File: src/rtl/red_pitaya_dac_slew.sv
// Per-channel DAC output conditioner: ramps between a park level and the live
// ASG waveform, slew-limits the tracked signal and counts limited cycles.
module red_pitaya_dac_slew #(
  parameter int DW = 14,
  parameter int CW = 16
) (
  input  logic          dac_clk_i,
  input  logic          dac_rstn_i,
  input  logic [DW-1:0] dat_i,
  input  logic          set_en_i,
  input  logic          set_mute_i,
  input  logic [DW-1:0] set_slew_i,
  input  logic [DW-1:0] set_park_i,
  input  logic          clr_i,
  output logic [DW-1:0] dac_o,
  output logic [1:0]    state_o,
  output logic          settled_o,
  output logic [CW-1:0] clip_cnt_o
);

  typedef enum logic [1:0] {
    ST_PARK     = 2'd0,
    ST_RAMP_IN  = 2'd1,
    ST_TRACK    = 2'd2,
    ST_RAMP_OUT = 2'd3
  } state_t;

  state_t        state_q, state_d;
  logic [DW-1:0] dat_r_q, dat_r_d;
  logic [DW-1:0] dac_q, dac_d;
  logic          settled_q, settled_d;
  logic [CW-1:0] clip_q, clip_d;

  logic [DW-1:0] target;
  logic [DW:0]   diff;
  logic [DW:0]   mag;
  logic          limited;
  logic [DW-1:0] stepped;
  logic          clip_inc;

  // Slew step toward the current state's target; the difference is taken one
  // bit wider so any pair of DW-bit values compares without overflow.
  always_comb begin
    target  = (state_q == ST_RAMP_OUT) ? set_park_i : dat_r_q;
    diff    = {target[DW-1], target} - {dac_q[DW-1], dac_q};
    mag     = diff[DW] ? (~diff + 1'b1) : diff;
    limited = (set_slew_i != '0) && (mag > {1'b0, set_slew_i});
    if (limited) begin
      stepped = diff[DW] ? (dac_q - set_slew_i) : (dac_q + set_slew_i);
    end else begin
      stepped = target;
    end
  end

  // Next-state, output sample and clip counter; mute overrides every state.
  always_comb begin
    dat_r_d  = dat_i;
    state_d  = state_q;
    dac_d    = dac_q;
    clip_inc = 1'b0;
    if (set_mute_i) begin
      dac_d   = set_park_i;
      state_d = ST_PARK;
    end else begin
      unique case (state_q)
        ST_PARK: begin
          dac_d = set_park_i;
          if (set_en_i) state_d = ST_RAMP_IN;
        end
        ST_RAMP_IN: begin
          dac_d = stepped;
          if (!set_en_i)     state_d = ST_RAMP_OUT;
          else if (!limited) state_d = ST_TRACK;
        end
        ST_TRACK: begin
          dac_d    = stepped;
          clip_inc = limited;
          if (!set_en_i) state_d = ST_RAMP_OUT;
        end
        ST_RAMP_OUT: begin
          dac_d = stepped;
          if (set_en_i)      state_d = ST_RAMP_IN;
          else if (!limited) state_d = ST_PARK;
        end
        default: state_d = ST_PARK;
      endcase
    end
    settled_d = !set_mute_i && (state_d == ST_TRACK) && !limited;
    if (clr_i) begin
      clip_d = '0;
    end else if (clip_inc && (clip_q != '1)) begin
      clip_d = clip_q + 1'b1;
    end else begin
      clip_d = clip_q;
    end
  end

  // State register with synchronous active-low reset.
  always_ff @(posedge dac_clk_i) begin
    if (!dac_rstn_i) begin
      state_q   <= ST_PARK;
      dat_r_q   <= '0;
      dac_q     <= '0;
      settled_q <= 1'b0;
      clip_q    <= '0;
    end else begin
      state_q   <= state_d;
      dat_r_q   <= dat_r_d;
      dac_q     <= dac_d;
      settled_q <= settled_d;
      clip_q    <= clip_d;
    end
  end

  assign dac_o      = dac_q;
  assign state_o    = state_q;
  assign settled_o  = settled_q;
  assign clip_cnt_o = clip_q;

endmodule

File: config.mk
export PLATFORM = sky130hd
export DESIGN_NAME = red_pitaya_dac_slew
export DESIGN_NICKNAME = d
export VERILOG_FILES = /design/src/rtl/red_pitaya_dac_slew.sv
export SDC_FILE = /design/constraint.sdc
export NUM_CORES = 1
export LEC_CHECK = 0
export BUFFER_PORTS_ARGS = -buffer_cell sky130_fd_sc_hd__buf_2
export CAP_MARGIN = 15
export CELL_PAD_IN_SITES_DETAIL_PLACEMENT = 1
export CELL_PAD_IN_SITES_GLOBAL_PLACEMENT = 1
export CORE_UTILIZATION = 42
export DETAILED_ROUTE_END_ITERATION = 12
export MAX_ROUTING_LAYER = met4
export PLACE_DENSITY = 0.93
export SYNTH_ARGS = -nofsm -noshare
export SYNTH_HDL_FRONTEND = slang
export SYNTH_SLANG_ARGS = --single-unit
File: constraint.sdc
create_clock -name dac_clk_i -period 7.46 [get_ports dac_clk_i]
set_input_delay 0.746 -clock dac_clk_i [delete_from_list [all_inputs] [get_ports dac_clk_i]]
set_output_delay 0.746 -clock dac_clk_i [all_outputs]
set_load 0.02 [all_outputs]
==> out/metrics.yaml, run 1 <==
finish:
  n_antenna_cell: 0
  postLayoutCoreUtil_pct: 49.6
  nNetsFinal: 748
  synthToLayoutAreaGrowth_pct: 14.6
  multi_input_area_um2: 3270
  final_common_cell: "buf_2"
  final.fill_count: 1351
  register_area_um2: 941
  drive_gt1_share_pct: 19.1
  mostFrequentLayoutCells: "buf_2 (79), nor2_1 (55), nand2_1 (53), dfxtp_1 (47), ha_1 (44)"
cts:
  cts_tree: "yes"
  clk_path_buf_depth: 2
  clkSinkCount: 47
  postCtsHoldBufs: 0
  clk_pin_slew_worst_paths_ns: 0.09
  cts-buffers-inserted: 5
  cts_resized: 0
  insertion_delay_ns: 0.31
  root_buffer: "clkbuf_8"
  cts_setup_buffers: 0
  h-tree-depth: 2
outcome:
  outcome: "finished, final reports clean"
setup_path:
  required_ns: 7.68
  worst-path-max-fanout: 27
  startpoint_type: "register"
  cp.arrival_ns: 7.13
  worst_setup_path_end_kind: "register"
  criticalPathCategory: "register to register"
  reg2reg_depth: 21
sta:
  setup_viol: 0
  max_freq_ghz: 0.145
  skew_ns: 0.00491
  grt_setup_unrepaired: "false"
  hold_viol_final: 0
  fin_crit_sh_pct: 92.6
  relSlewSlack_pct: 28.6
  drv_slew: 0
  worstMarginPinSlew_ns: 1.07
  setup-tns-final_ns: 0
  period_needed_ns: 6.91
die:
  die_y_um: 105
  rows: 37
  die_area_um2: 11000
  coreArea_um2: 10300
  start_util_pct: 43.2
  dieWidth_um: 105
  ios: 80
synthesis:
  synth_cells: 583
  async_reset_ff_share_pct: 0
  avgSynthCellArea_um2: 7.66
  synth-edff-count: 0
  synth_nets: 676
  ys_ff_latch: 47
  synth_cell_types: 61
  syn-cell-area_um2: 4460
  seq_area_frac_synth_pct: 21.1
  ys_warn_count: 0
  synth_ff_type: "dfxtp_1"
place:
  hpwlAfterDp_um: 11100
  io_buffers: 79
  place_congestion: 0.871
detailed_routing:
  wl_um: 13900
  final_antenna_net_count: 0
  wl_per_cell_um: 17.5
  via_count: 4695
  dr.first_iter.drc_count: 186
  drc: 0
  firstDrtPassIters: 5
  vias_per_cell: 5.93
global_routing:
  grt_max_degree: 35
  grt-ovfl-total: 0
  use_met1_pct: 30.4
  top_usage_layer: "met2"
  use_met3_pct: 2.87
  grt_usage_pct: 26.1
  grt_pass1_vias: 4891
  grt_pass1_wl_um: 22800
  grt_util_met2_pct: 47.0
  antenna_found_initial: 0
power_and_ir_drop:
  pwr_density_cell_nw_per_um2: 248
  leakage_nw: 2.33
  peakVddDrop_mv: 0.130
hold_path:
  holdPathStages: 2
  hold_path_class: "register to register"
flow_run:
  maxCapViolations: 0
power by group:
part / total (mW) / internal (mW) / switching, mW
Sequential: 0.278 / 0.264 / 0.0134
Clock: 0.225 / 0.134 / 0.0913
Combinational: 0.766 / 0.298 / 0.468
critical path, cell delays in order (launching register included):
cell,delay [ns]
dfxtp_1,0.49
nand2_1,0.51
mux2i_1,0.27
ha_1,0.28
fa_1,0.42
nor2b_1,0.21
o31a_1,0.23
o41ai_2,0.11
a2111oi_0,0.94
nor2_1,0.08
buf_4,0.26
mux2i_1,0.31
ha_1,0.29
nor2b_1,0.13
o21ai_0,0.29
a21boi_0,0.22
nor4_1,0.32
o31ai_1,0.20
o41ai_1,0.57
o21ai_0,0.25
xnor2_1,0.18
a221oi_1,0.24
cell usage after synthesis (2+ instances only):
cell	n	area share, %
fa_1	2	0.90
nor2_1	55	4.6
a311oi_1	5	0.98
xor2_1	9	1.8
nand2b_1	5	0.70
buf_2	3	0.34
xnor2_1	32	6.3
and3_1	4	0.56
or2_2	7	0.98
nand2_1	53	4.5
nor2b_1	5	0.70
a21oi_1	40	4.5
a311o_1	2	0.45
a211o_1	3	0.59
nor4_1	6	0.84
or3_1	8	1.1
o31ai_1	8	1.3
o41ai_1	2	0.39
a31o_2	8	1.6
or4_1	7	1.2
nor3_1	12	1.3
o211ai_1	2	0.34
a21boi_0	3	0.50
a22oi_1	3	0.50
o2111a_1	2	0.50
clkbuf_1	15	1.3
and2_1	20	2.8
nand4_1	11	1.5
dfxtp_1	47	21
o41ai_2	2	0.73
nand3_1	19	2.1
o311ai_0	2	0.39
a31oi_1	11	1.5
a2111oi_0	2	0.39
o21a_1	5	0.84
mux2i_1	7	1.6
ha_1	44	12
a21o_1	10	1.7
inv_1	43	3.6
mux2_2	12	3.0
o21ai_0	27	3.0
worst paths after layout:
path                 start            end  slack (ns)
max             state_o[0]      dac_o[13]        0.55
min          clip_cnt_o[4]  clip_cnt_o[4]        0.51
max reg2reg     state_o[0]      dac_o[13]        0.55
min reg2reg  clip_cnt_o[4]  clip_cnt_o[4]        0.51
stage by stage:
step                setup WS, ns  hold WS [ns]  instances  area, µm²  power [mW]
global route              0.0888         0.551        792       5120        1.37
CTS                        0.684         0.521        792       5120        1.27
global placement           0.996         0.484        784       4980        1.00
detailed placement         0.732         0.506        784       4980        1.04
finish                     0.549         0.510        792       5120        1.27
floorplan                   1.90         0.556        583       4460       0.858
cell families after synthesis:
logic type               Yosys count  synth area share, %
flip-flops                        47                 21.1
AO/OA/AOI/OAI                    148                 23.1
multiplexers                      19                 4.60
buffers and inverters             64                 5.72
AND/OR/NAND/NOR                  218                 24.3
XOR/XNOR                          41                 8.04
adder cells (fa/ha/maj)           46                 13.2
routing by layer:
| metal | wire length (µm) | vias to the layer above |
|---|---|---|
| met4 | 338 | 0 |
| met3 | 621 | 25 |
| met5 | 0 | - |
| met1 | 5930 | 2297 |
| li1 | - | 2245 |
| met2 | 6970 | 128 |
sequential cells by signal, summed over array words and instances, names as in the netlist:
name / count
clip_cnt_o: 16
settled_o: 1
dat_r_q: 14
dac_o: 14
state_o: 2
area by class of cell:
type                            count  area share, %
Multi-Input combinational cell    472           63.9
Sequential cell                    47           18.4
Timing Repair Buffer               85           8.61
Tap cell                          136           3.33
Inverter                           44           3.23
Clock buffer                        6           1.42
Clock inverter                      2           1.17
Power figures use the tool's default switching activity.
==> run 2, diff against run 1 <==
--- a/config.mk
+++ b/config.mk
@@ -12,7 +12,7 @@
 export CORE_UTILIZATION = 42
 export DETAILED_ROUTE_END_ITERATION = 12
 export MAX_ROUTING_LAYER = met4
-export PLACE_DENSITY = 0.93
+export PLACE_DENSITY = 0.84
 export SYNTH_ARGS = -nofsm -noshare
 export SYNTH_HDL_FRONTEND = slang
 export SYNTH_SLANG_ARGS = --single-unit
==> run 2 against run 1 <==
Net effect: routed wire length is 2.7% lower; combinational power is essentially flat; register-to-register slack gained 0.35 ns; sequential power hardly changed; first-iteration DRC count increased by 13%; cell area is 0.90% lower; clock power is 32% lower; cell count rose by 0.13%; critical path depth unchanged; maximum frequency increased by 5.3%; critical path type unchanged.
==> out/metrics.yaml, run 2 (same netlist as run 1, synthesis figures left out) <==
place:
  io_buffers: 79  # unchanged
  place_area_um2: 4980  # unchanged
  hpwlAfterDp_um: 11000  # -1.4%
  place_congestion: 0.924  # +6.0%
finish:
  largest_reg_flops: 16  # unchanged
  drive_gt1_share_pct: 19.0  # -0.029 points
  n_antenna_cell: 0  # unchanged
  mostFrequentLayoutCells: "buf_2 (80), nor2_1 (55), nand2_1 (53), dfxtp_1 (47), ha_1 (44)"
  final_common_cell: "buf_2"
  multi_input_area_um2: 3270  # unchanged
  register_area_um2: 941  # unchanged
  final.fill_count: 1364  # +0.96%
  synthToLayoutAreaGrowth_pct: 13.6
  nNetsFinal: 749  # +0.13%
  stdcell_area_um2: 5070  # -0.90%
global_routing:
  antenna_found_initial: 0  # unchanged
  grt_pass1_wl_um: 22200  # -2.6%
  grt-ovfl-total: 0  # unchanged
  grt_pass1_vias: 4664  # -4.6%
  grt_usage_pct: 25.6  # -0.59 points
  grt_max_degree: 35  # unchanged
power_and_ir_drop:
  peakVddDrop_mv: 0.104  # -20%
  leakage_nw: 2.31  # -0.75%
  pwr_density_cell_nw_per_um2: 236  # -4.8%
setup_path:
  criticalPathCategory: "register to register"
  cp_top_family: "compound AO/OA/AOI/OAI gates"
  cp_slowest_cell: "o41a_1"
  path_cells: "nand2_1 -> mux2i_1 -> inv_1 -> ha_1 -> nor2b_4 -> o2111a_1 -> or4_1 -> a22oi_1 -> nand2b_1 -> or3_1 -> o31ai_1 -> xnor2_1 -> ha_1 -> a21o_1 -> a21o_1 -> nor3_1 -> o211ai_1 -> nand3_1 -> o41a_1 -> nand2_1 -> a311oi_1"
  worst_setup_path_end_kind: "register"
  startpoint_type: "register"
  cp.arrival_ns: 6.76  # -0.37 ns
  required_ns: 7.65  # -0.03 ns
  slowest_delay_ns: 0.73  # -0.21 ns
  worst-path-max-fanout: 18  # -33%
  worst-path-buf-inv: 1  # unchanged
sta:
  grt_setup_unrepaired: "false"
  fin_crit_sh_pct: 88.0  # -4.6 points
  setup_viol: 0  # unchanged
  hold_viol_final: 0  # unchanged
  worstMarginPinSlew_ns: 1.08  # +0.0119 ns
  max_freq_ghz: 0.152  # +5.3%
  skew_ns: 0.00684  # +0.00193 ns
  period_needed_ns: 6.57  # -0.345 ns
  setup-tns-final_ns: 0  # unchanged
  relSlewSlack_pct: 27.8  # -0.80 points
  drv_slew: 0  # unchanged
hold_path:
  hold_path_class: "register to register"
flow_run:
  maxCapViolations: 0  # unchanged
detailed_routing:
  wl_um: 13500  # -2.7%
  firstDrtPassIters: 5  # unchanged
  wl_per_cell_um: 17.0  # -2.8%
  drc: 0  # unchanged
  via_count: 4558  # -2.9%
  final_antenna_net_count: 0  # unchanged
  vias_per_cell: 5.75  # -3.0%
  dr.first_iter.drc_count: 210  # +13%
die:
  dieWidth_um: 105  # unchanged
  ios: 80  # unchanged
  die_y_um: 105  # unchanged
  coreArea_um2: 10300  # unchanged
  die_area_um2: 11000  # unchanged
  rows: 37  # unchanged
  start_util_pct: 43.2  # unchanged
cts:
  h-tree-depth: 2  # unchanged
  clk_path_buf_depth: 2  # unchanged
  cts_resized: 0  # unchanged
  clkSinkCount: 47  # unchanged
  cts-buffers-inserted: 5  # unchanged
  insertion_delay_ns: 0.30  # about the same
  cts_setup_buffers: 0  # unchanged
  root_buffer: "clkbuf_8"
  cts_tree: "yes"
  postCtsHoldBufs: 0  # unchanged
  clk_pin_slew_worst_paths_ns: 0.09  # about the same
outcome:
  outcome: "finished, final reports clean"
## run 2: cell types whose count changed in the layout (fill, tap and decap cells not counted)
cell	previous run	this run
clkinv_2	0	1
buf_2	79	80
clkbuf_1	1	2
bufinv_16	2	0
## run 2: layout make-up
class | count | area share [%]
flip-flops and latches | 47 | 18.6
clock inverters | 1 | 0.0987
multi-input cells | 472 | 64.4
clock buffers | 7 | 1.51
well taps | 136 | 3.36
inverters | 44 | 3.26
repair buffers | 86 | 8.78
## run 2: path summary, 6_finish.rpt
kind / endpoint / cells past startpoint / from / slack [ns]
worst max-delay path: dac_o[4] / 21 / state_o[0] / 0.89
worst min-delay path: clip_cnt_o[4] / 2 / clip_cnt_o[4] / 0.51
worst max register to register: dac_o[4] / 21 / state_o[0] / 0.89
worst min register to register: clip_cnt_o[4] / 2 / clip_cnt_o[4] / 0.51
## run 2: per-layer routing
metal / part of all wire, % / vias to the layer above / global-route usage, %
met5: 0 / - / -
met4: 2.1 / 0 / 7.44
met3: 3.4 / 21 / 2.18
met2: 52 / 107 / 47.1
met1: 43 / 2184 / 29.3
li1: - / 2246 / -
## run 2: metrics by stage
stage / std cells / worst slack (ns) / total power [mW] / util (%) / hold WS [ns]
after floorplan: 583 / 1.90 / 0.858 / - / 0.556
after global placement: 784 / 1.11 / 1.01 / 48.3 / 0.474
after detailed placement: 784 / 0.872 / 1.04 / 48.3 / 0.495
after CTS: 792 / 0.832 / 1.20 / 49.1 / 0.515
after global routing: 793 / 0.399 / 1.29 / 49.1 / 0.558
final: 793 / 0.894 / 1.20 / 49.1 / 0.512
## run 2: power breakdown
| part | switching [mW] | total [mW] | internal [mW] |
|---|---|---|---|
| clock network | 0.0866 | 0.153 | 0.0661 |
| registers | 0.0130 | 0.277 | 0.264 |
| logic | 0.470 | 0.768 | 0.298 |
| total | 0.569 | 1.20 | 0.628 |
## run 2: tightest hold or removal path: cells and delay by family, from the launching register on
family,cells,cell delay (ns)
flip-flops,1,0.34
multiplexers,1,0.07
AND/OR/NAND/NOR,1,0.06
